### src/rtl/vga_timing_gen.sv
// Raster timing generator: pixel/line counters with registered sync, blank and
// frame-tick strobes, all decoded from the next counter values so they stay aligned.
module vga_timing_gen #(
    parameter int unsigned H_VISIBLE = 640,
    parameter int unsigned H_FRONT   = 16,
    parameter int unsigned H_SYNC    = 96,
    parameter int unsigned H_BACK    = 48,
    parameter int unsigned V_VISIBLE = 480,
    parameter int unsigned V_FRONT   = 10,
    parameter int unsigned V_SYNC    = 2,
    parameter int unsigned V_BACK    = 33
) (
    input  logic       VGA_Clk,
    input  logic       Reset_h,
    input  logic       pix_ce,
    output logic [9:0] DrawX,
    output logic [9:0] DrawY,
    output logic       VGA_HS,
    output logic       VGA_VS,
    output logic       blank,
    output logic       frame_tick
);

    localparam int unsigned CNT_W = 10;
    localparam int unsigned H_TOTAL = H_VISIBLE + H_FRONT + H_SYNC + H_BACK;
    localparam int unsigned V_TOTAL = V_VISIBLE + V_FRONT + V_SYNC + V_BACK;

    localparam logic [CNT_W-1:0] H_LAST = CNT_W'(H_TOTAL - 1);
    localparam logic [CNT_W-1:0] V_LAST = CNT_W'(V_TOTAL - 1);

    // Decode bounds kept 32-bit so a sync ending exactly at 1024 cannot wrap.
    localparam int unsigned H_SYNC_START = H_VISIBLE + H_FRONT;
    localparam int unsigned H_SYNC_END   = H_VISIBLE + H_FRONT + H_SYNC;
    localparam int unsigned V_SYNC_START = V_VISIBLE + V_FRONT;
    localparam int unsigned V_SYNC_END   = V_VISIBLE + V_FRONT + V_SYNC;
    localparam int unsigned H_TICK       = H_VISIBLE - 1;
    localparam int unsigned V_TICK       = V_VISIBLE - 1;

    logic [CNT_W-1:0] hc_q, hc_d;
    logic [CNT_W-1:0] vc_q, vc_d;
    logic             hs_q, hs_d;
    logic             vs_q, vs_d;
    logic             blank_q, blank_d;
    logic             tick_q, tick_d;

    // Next counter values and strobes decoded from them; everything holds when pix_ce is low.
    always_comb begin
        hc_d    = hc_q;
        vc_d    = vc_q;
        hs_d    = hs_q;
        vs_d    = vs_q;
        blank_d = blank_q;
        tick_d  = tick_q;
        if (pix_ce) begin
            if (hc_q == H_LAST) begin
                hc_d = '0;
                vc_d = (vc_q == V_LAST) ? '0 : vc_q + CNT_W'(1);
            end else begin
                hc_d = hc_q + CNT_W'(1);
            end
            hs_d    = !((32'(hc_d) >= H_SYNC_START) && (32'(hc_d) < H_SYNC_END));
            vs_d    = !((32'(vc_d) >= V_SYNC_START) && (32'(vc_d) < V_SYNC_END));
            blank_d = (32'(hc_d) < H_VISIBLE) && (32'(vc_d) < V_VISIBLE);
            tick_d  = (32'(hc_d) == H_TICK) && (32'(vc_d) == V_TICK);
        end
    end

    always_ff @(posedge VGA_Clk) begin
        if (Reset_h) begin
            hc_q    <= '0;
            vc_q    <= '0;
            hs_q    <= 1'b1;
            vs_q    <= 1'b1;
            blank_q <= 1'b1;
            tick_q  <= 1'b0;
        end else begin
            hc_q    <= hc_d;
            vc_q    <= vc_d;
            hs_q    <= hs_d;
            vs_q    <= vs_d;
            blank_q <= blank_d;
            tick_q  <= tick_d;
        end
    end

    assign DrawX      = hc_q;
    assign DrawY      = vc_q;
    assign VGA_HS     = hs_q;
    assign VGA_VS     = vs_q;
    assign blank      = blank_q;
    assign frame_tick = tick_q;

endmodule
### config.mk
export PLATFORM = sky130hd
export DESIGN_NAME = vga_timing_gen
export DESIGN_NICKNAME = d
export VERILOG_FILES = /design/src/rtl/vga_timing_gen.sv
export SDC_FILE = /design/constraint.sdc
export NUM_CORES = 1
export LEC_CHECK = 0
export CAP_MARGIN = 20
export CORE_MARGIN = 10
export CORE_UTILIZATION = 48
export CTS_CLUSTER_SIZE = 16
export DETAILED_ROUTE_END_ITERATION = 7
export PLACE_DENSITY = 0.85
export SETUP_SLACK_MARGIN = 0.3
export SYNTH_ARGS = -nofsm -noshare
export SYNTH_HDL_FRONTEND = slang
export SYNTH_SLANG_ARGS = --single-unit
export TNS_END_PERCENT = 20
### constraint.sdc
create_clock -name VGA_Clk -period 2.6 [get_ports VGA_Clk]
set_input_delay 0.26 -clock VGA_Clk [delete_from_list [all_inputs] [get_ports VGA_Clk]]
set_output_delay 0.26 -clock VGA_Clk [all_outputs]
set_load 0.05 [all_outputs]
Word level (Yosys, flattened, before mapping). Cells that the tools add are included.

$lt $le $gt $ge: 6. Reduce and logical (&&, ||, !) cells: 6. Equal/unequal tests: 4. Muxes and demuxes: 5. $add $sub $neg: 2.

Operators by type and width (number): 10-bit two-way mux (5); 10-bit equality test (second input constant) (3); 10-bit by 1-bit adder with 10-bit output (second input constant) (2); 10-bit less-than comparator (second input constant) (2); 10-bit by 9-bit less-than comparator with 1-bit output (second input constant) (2); 10-bit by 9-bit equality test with 1-bit output (second input constant) (1); 10-bit greater-or-equal comparator (second input constant) (1); 10-bit by 9-bit greater-or-equal comparator with 1-bit output (second input constant) (1); 1-bit logical AND (4); 1-bit zero test (2).

Bits of input ports: 3. Register bits: 24. Word-level logic and storage cells: 29.

Depth between registers and ports, before layout. Gate-level depths: netlist of run 1.

Depth after elaboration: 7. Gate-level depth with buffers: 9. Mapped depth without buffers: 8.

Worst setup path before layout of run 1. OpenSTA, ideal clock, no wires.

Path kind: register -> register. Start point: register hc_q[0] (netlist: DrawX[0]). End point: register tick_q (netlist: frame_tick). Buffers on the path: 1. Setup slack: -0.431 ns. Library setup time: 0.084 ns. Data arrival time: 2.946 ns. Stages on the path, launching flop included: 9. Data required time: 2.516 ns. Cell sequence: dfxtp_1 > ha_1 > and4_1 > buf_4 > nand3_4 > or4_1 > a221o_1 > a2111o_1 > o31ai_2.

Word-level cells in the longest chain between the ends: 5.

RTL lines: start: declaration (line 39) `logic [CNT_W-1:0] hc_q, hc_d;`; start signal: assignment (line 70) `hc_q <= '0;`; start signal: assignment (line 77) `hc_q <= hc_d;`; 10-bit by 1-bit adder with 10-bit output / 10-bit equality test (equally long branches) (line 59, 55); 10-bit two-way mux (line 55) `if (hc_q == H_LAST) begin`; 10-bit two-way mux (line 54) `if (pix_ce) begin`; 10-bit equality test / 10-bit by 9-bit equality test with 1-bit output (equally long branches) (line 64) `tick_d = (32'(hc_d) == H_TICK) && (32'(vc_d) == V_TICK);`; 1-bit logical AND * (line 64); end signal: assignment (line 82) `tick_q <= tick_d;`; end: declaration (line 44) `logic tick_q, tick_d;`.

Mark *: on every way between the ends. The rest lies on a longest branch, timed or not. The select of a mux whose other input is x is not followed. A chain may end at the register's enable or synchronous reset.

Worst setup path after layout of run 1.
Start point: register vc_q[0] (netlist: DrawY[0]). End point: register vs_q (netlist: VGA_VS).

Word-level cells in the longest chain between the ends: 7.

RTL lines: start: declaration (line 40) `logic [CNT_W-1:0] vc_q, vc_d;`; start signal: assignment (line 78) `vc_q <= vc_d;`; 10-bit by 1-bit adder with 10-bit output / 10-bit equality test (equally long branches) (line 57) `vc_d = (vc_q == V_LAST) ? '0 : vc_q + CNT_W'(1);`; 10-bit two-way mux (line 57); 10-bit two-way mux * (line 55); 10-bit two-way mux * (line 54); 10-bit by 9-bit greater-or-equal comparator with 1-bit output / 10-bit by 9-bit less-than comparator with 1-bit output (equally long branches) (line 62) `vs_d = !((32'(vc_d) >= V_SYNC_START) && (32'(vc_d) < V_SYNC_END));`; 1-bit logical AND * (line 62); 1-bit zero test * (line 62); end signal: assignment (line 80) `vs_q <= vs_d;`; end: declaration (line 42) `logic vs_q, vs_d;`.

Marks and branches as above.

==> results of run 1 <==
[power by group]
group	switching, mW	internal [mW]
combinational	0.0399	0.0220
clock	0.113	0.0854
sequential	0.00836	0.364
total	0.161	0.472
[worst max-delay path, stage by stage, from the launching register on]
cell and delay [ns]:
dfxtp_4 0.40, ha_4 0.17, nand3_1 0.08, or2_4 0.27
or4_1 0.50, a221o_1 0.36, a2111o_1 0.33, o32a_1 0.16
[state kept, by name (all words and copies together), names as in the netlist]
name / count
DrawY: 10
VGA_VS: 1
DrawX: 10
blank: 1
frame_tick: 1
VGA_HS: 1
[cells in the mapped netlist (5+ instances only)]
| master | instances |
|---|---|
| a21oi_1 | 16 |
| buf_2 | 6 |
| clkbuf_1 | 8 |
| dfxtp_1 | 24 |
| nand2_1 | 22 |
| nand3_1 | 11 |
| nor2_1 | 21 |
| nor3_1 | 9 |
| nor4_1 | 5 |
| o21ai_0 | 14 |
| xnor2_1 | 7 |
| xor2_1 | 7 |
[area by class of cell]
cell class	instances	area, µm²	share of cell area, %
Multi-Input combinational cell	172	1130	53.9
Sequential cell	24	526	25.0
Timing Repair Buffer	36	335	15.9
Tap cell	46	57.6	2.73
Clock buffer	4	36.3	1.72
Inverter	4	15.0	0.713
[what timing repair did]
action	CTS	global route
resized for setup	2	1
endpoints found under the setup margin	2	3
setup buffers	3	0
hold buffers	0	0
hold endpoints to repair	0	0
[layer usage]
metal | GRT usage [%] | wire, µm
met5 | 0 | 0
met4 | 4.84 | 45
met3 | 3.27 | 319
met2 | 22.0 | 2030
met1 | 19.8 | 2160
[kinds of logic (layout without fill, tap and decap cells)]
family / Yosys count / after routing
and+or+nand+nor: 102 / 102
buffers and inverters: 22 / 44
adders and majority gates: 4 / 4
DFF: 24 / 24
AOI/OAI and AO/OA: 50 / 50
muxes: 2 / 2
xor gates and xnor gates: 14 / 14
[per-stage QoR]
stage | cells | setup WS, ns | power [mW]
floorplan | 218 | 0.198 | 0.421
global placement | 279 | 0.210 | 0.441
detailed placement | 279 | 0.169 | 0.442
CTS | 286 | 0.255 | 0.640
global route | 286 | 0.146 | 0.665
finish | 286 | 0.238 | 0.633
[path summary, 6_finish.rpt]
check             startpoint    endpoint  slack, ns  depth (start not counted)
setup reg to reg    DrawY[0]      VGA_VS       0.24                          7
hold reg to reg   frame_tick  frame_tick       0.49                          2
setup / recovery    DrawY[0]      VGA_VS       0.24                          7
hold / removal    frame_tick  frame_tick       0.49                          2
==> out/qor.csv, run 1 <==
stage;metric;value;unit
pwr;cellPowerDensity;301;nW/µm²
routing;wirelength;4560;µm
sta;final-setup-viol-count;0;
cells_and_area;layout_commonest_cell;clkdlybuf4s50_1;
clock_tree;path_clk_slew;0.13;ns
yosys;synth_top_family_by_area;simple AND/OR/NAND/NOR gates;
yosys;yosysUniqueCellTypes;53;
routing;vias;1707;
worst_setup_path;crit_arrival;2.58;ns
cells_and_area;fillers;330;
sta;finClkSkew;0.00276;ns
global_routing;grt_pass1_wl;7710;µm
routing;drc;0;
cells_and_area;layout_common_cells;clkdlybuf4s50_1 (26), nand2_1 (22), nor2_1 (21);
global_routing;antenna_found_initial;0;
worst_setup_path;required;2.82;ns
sta;worst_slew_pin_slew;0.525;ns
global_routing;grt_max_degree;25;
floorplanning;row_count;21;
yosys;synth_compound_area_share;19.4;%
place;placement.io_buffers;26;
sta;period_needed;2.36;ns
worst_setup_path;end_kind;register;
yosys;ys_seq_elements;24;
yosys;ys.flop_type;dfxtp_1;
global_routing;track_usage;14.6;%
cells_and_area;antennaDiodeCount;0;
sta;hold_viol;0;
worst_setup_path;critPathLaunchType;register;
yosys;synth_area;1670;µm²
global_routing;grt_pass1_vias;1570;
worst_hold_path;hold_path.class;register to register;
clock_tree;cts_tree;done;
clock_tree;cts_buffers;3;
worst_setup_path;crit_fanout;7;
clock_tree;clock-root-buffer;clkbuf_4;
cells_and_area;fin_area;2100;µm²
yosys;yosys.area.top_type;dfxtp_1;
yosys;synth-simple-area-share;33.9;%
floorplanning;initial_core_util;49.7;%
yosys;syn_nets;225;
yosys;ys_warn_count;0;
routing;routedWlPerCell;15.9;µm
floorplanning;fp.dieH;79.0;µm
yosys;async_flop_share;0;%
yosys;syn_inst;218;
floorplanning;dieArea;6240;µm²
clock_tree;max-clock-path-buffers;2;
floorplanning;die_w;79.0;µm
routing;dr.first_iter.drc_count;150;
sta;fin_setup_tns;0;ns
clock_tree;htreeDepth;1;
sta;rsz0062_at_grt;yes;
place;gp_congestion;0.945;
routing;vias_per_cell;5.97;
run;maxCapViolCount;0;
pwr;ir_drop;191;µV
place;dpl_cell_area;2030;µm²
yosys;synth_edf_count;0;
yosys;synth.avg_cell_area;7.67;µm²
yosys;synthTopCellsByArea;dfxtp_1 (29%), nand2_1 (4.9%), a21oi_1 (4.8%);
floorplanning;core-area;3360;µm²
status;status;finished clean;
yosys;synth_xor_xnor_area_share;7.34;%
cells_and_area;areaGrowthSynthToFinish;25.9;%
yosys;synthAdderAreaFrac;2.99;%
cells_and_area;nets;248;
sta;max_freq;423;MHz
yosys;ys_seq_area_share;28.7;%
sta;relSlewSlack;64.9;%
floorplanning;ioPinCount;27;
sta;report.final.slew_viol_count;0;
global_routing;grt_remaining_overflow;0;
sta;fin_crit_sh;90.9;%
cells_and_area;drive_above_1_share;17.9;%
yosys;synth.area.mux_share;1.27;%
place;dp_hpwl;3310;µm
cells_and_area;final_core_util;62.6;%
clock_tree;clk_latency;0.31;ns
routing;first_pass_iters;5;
yosys;synth_top_area_share;28.7;%
routing;ant_nets;0;
worst_setup_path;worstSetupPathType;register to register;
sta;holdWs;0.490;ns
clock_tree;cts_sinks;24;
pwr;p_leak;0.666;nW
(Power assumes the default switching activity.)
==> inputs of run 2 (changes only) <==
- CORE_MARGIN: 10 -> 5
==> run 2 against run 1 <==
  * Via count rose by 2.6%
  * Utilization is 0.63 points higher
  * Register-to-register slack got worse by 0.05 ns
  * Fmax fell by 2.2%
  * Clock skew increased by 0.0094 ns
  * Worst setup slack got worse by 0.053 ns
  * Largest cell class unchanged
  * Largest power group unchanged
==> out/qor.csv, run 2 (same netlist as run 1, synthesis figures left out) <==
stage;metric;value;unit;change
status;status;finished clean;;
pwr;cellPowerDensity;304;nW/µm²;+1.3%
worst_setup_path;crit_start;DrawX[0];;
worst_setup_path;r2r-end;frame_tick;;
sta;period_needed;2.42;ns;+0.0529 ns
sta;final-setup-viol-count;0;;unchanged
floorplanning;die_w;69.0;µm;-13%
worst_setup_path;r2r_start;DrawX[0];;
worst_setup_path;worstSetupPathType;register to register;;
global_routing;grt_pass1_wl;7330;µm;-5.0%
worst_setup_path;critPathLaunchType;register;;
routing;ant_nets;0;;unchanged
clock_tree;cts_buffers;3;;unchanged
routing;routedWlPerCell;15.4;µm;-3.7%
clock_tree;cts_tree;done;;
worst_hold_path;hold_end;blank;;
clock_tree;path_clk_slew;0.15;ns;+0.02 ns
sta;fin_crit_sh;92.9;%;+2.0 points
clock_tree;clk_latency;0.33;ns;+0.02 ns
routing;vias;1752;;+2.6%
place;placement.io_buffers;26;;unchanged
clock_tree;clock-root-buffer;clkbuf_4;;
global_routing;grt_pass1_vias;1528;;-2.7%
floorplanning;dieArea;4760;µm²;-24%
routing;vias_per_cell;6.04;;+1.2%
cells_and_area;layout_common_cells;clkdlybuf4s50_1 (26), nand2_1 (22), nor2_1 (21);;
global_routing;use_met2;27.9;%;+5.8 points
global_routing;met1_usage;25.0;%;+5.2 points
cells_and_area;layout_commonest_cell;clkdlybuf4s50_1;;
sta;rsz0062_at_grt;yes;;
pwr;p_leak;0.686;nW;+3.0%
sta;report.final.slew_viol_count;0;;unchanged
cells_and_area;drive_above_1_share;19.3;%;+1.3 points
sta;worst_slew_pin_slew;0.701;ns;+0.175 ns
routing;dr.first_iter.drc_count;146;;-2.7%
floorplanning;core-area;3360;µm²;unchanged
floorplanning;row_count;21;;unchanged
floorplanning;ioPinCount;27;;unchanged
global_routing;track_usage;18.1;%;+3.5 points
clock_tree;hold_buffers;0;;unchanged
routing;drc;0;;unchanged
sta;finClkSkew;0.0122;ns;+0.00942 ns
worst_hold_path;min_path_cells;2;;unchanged
pwr;power;0.647;mW;+2.3%
global_routing;gr-max-usage-layer;met2;;
cells_and_area;fillers;325;;-1.5%
place;placed_cells;281;;+0.72%
run;maxCapViolCount;0;;unchanged
floorplanning;initial_core_util;49.7;%;unchanged
global_routing;antenna_found_initial;0;;unchanged
sta;fin_setup_tns;0;ns;unchanged
sta;max_freq;414;MHz;-2.2%
worst_hold_path;hold_path.class;register to register;;
worst_hold_path;min-delay-start;blank;;
global_routing;grt_remaining_overflow;0;;unchanged
cells_and_area;nets;252;;+1.6%
sta;relSlewSlack;52.9;%;-12 points
cells_and_area;antennaDiodeCount;0;;unchanged
global_routing;grt_max_degree;25;;unchanged
clock_tree;max-clock-path-buffers;2;;unchanged
place;gp_congestion;0.902;;-4.6%
floorplanning;fp.dieH;69.0;µm;-13%
worst_setup_path;rr_worst_depth;7;;unchanged
worst_setup_path;required;2.85;ns;+0.03 ns
routing;first_pass_iters;5;;unchanged
routing;wirelength;4450;µm;-2.3%
global_routing;use_met3;2.47;%;-0.79 points
worst_setup_path;end_kind;register;;
place;dp_hpwl;3070;µm;-7.2%
worst_setup_path;crit_fanout;10;;+3
sta;hold_viol;0;;unchanged
cells_and_area;areaGrowthSynthToFinish;27.2;%;
worst_setup_path;r2r_slack;0.18;ns;-0.05 ns
pwr;ir_drop;178;µV;-7.0%
cells_and_area;stdcell_count;290;;+1.4%
worst_setup_path;crit_arrival;2.67;ns;+0.09 ns
clock_tree;cts_sinks;24;;unchanged
clock_tree;htreeDepth;1;;unchanged
[run 2: cell count changes in the layout (fill, tap and decap cells not counted), sizes merged]
cell  delta
buf      +4
[run 2: critical path, cell delays in order (launching register included)]
cell,delay [ns]
dfxtp_4,0.41
ha_4,0.17
and4_4,0.25
nand3_4,0.12
or4_1,0.45
a221o_1,0.39
a2111o_1,0.33
o31ai_2,0.21
[run 2: routing by layer]
| layer | vias up | share of wire, % | wire length (µm) |
|---|---|---|---|
| li1 | 845 | - | - |
| met1 | 806 | 45 | 2020 |
| met2 | 90 | 45 | 2000 |
| met3 | 11 | 7.9 | 352 |
| met4 | 0 | 1.8 | 79 |
| met5 | - | 0 | 0 |
[run 2: what timing repair did]
action	CTS	global route
gates resized for setup	1	0
setup buffers	3	2
cloned	0	0
setup endpoints to repair	2	7
[run 2: area by class of cell]
cell class	count	area, µm²	share of cell area, %
clock buffer	4	36.3	1.71
multi-input combinational	172	1130	53.0
inverter	4	15.0	0.706
timing repair buffer	40	365	17.2
tap	46	57.6	2.71
sequential	24	526	24.7
[run 2: worst max path at each step]
stage            endpoint  slack, ns  cells past startpoint
2_1_floorplan      VGA_VS       0.20                      7
3_3_place_gp       VGA_VS       0.27                      7
3_5_place_dp   frame_tick       0.22                      7
4_1_cts        frame_tick       0.21                      7
5_1_grt        frame_tick       0.14                      7
6_report       frame_tick       0.18                      7
[run 2: metrics by stage]
step	utilization [%]	hold WS [ns]	worst slack, ns	area, µm²
2_1_floorplan	-	0.484	0.198	1790
3_3_place_gp	60.9	0.470	0.268	2050
3_5_place_dp	60.9	0.464	0.218	2050
4_1_cts	62.8	0.505	0.207	2110
5_1_grt	63.2	0.550	0.138	2130
6_report	63.2	0.497	0.185	2130
[run 2: report_power, final]
group | internal, mW | total [mW] | switching (mW)
sequential | 0.364 | 0.371 | 0.00715
clock | 0.0857 | 0.210 | 0.124
combinational | 0.0249 | 0.0660 | 0.0411
==> inputs of run 3 (changes only) <==
- ABC_CLOCK_PERIOD_IN_PS: unset -> 2600
==> results of run 3 <==
No change in the layout: final DEF, timing and power equal those of run 2.
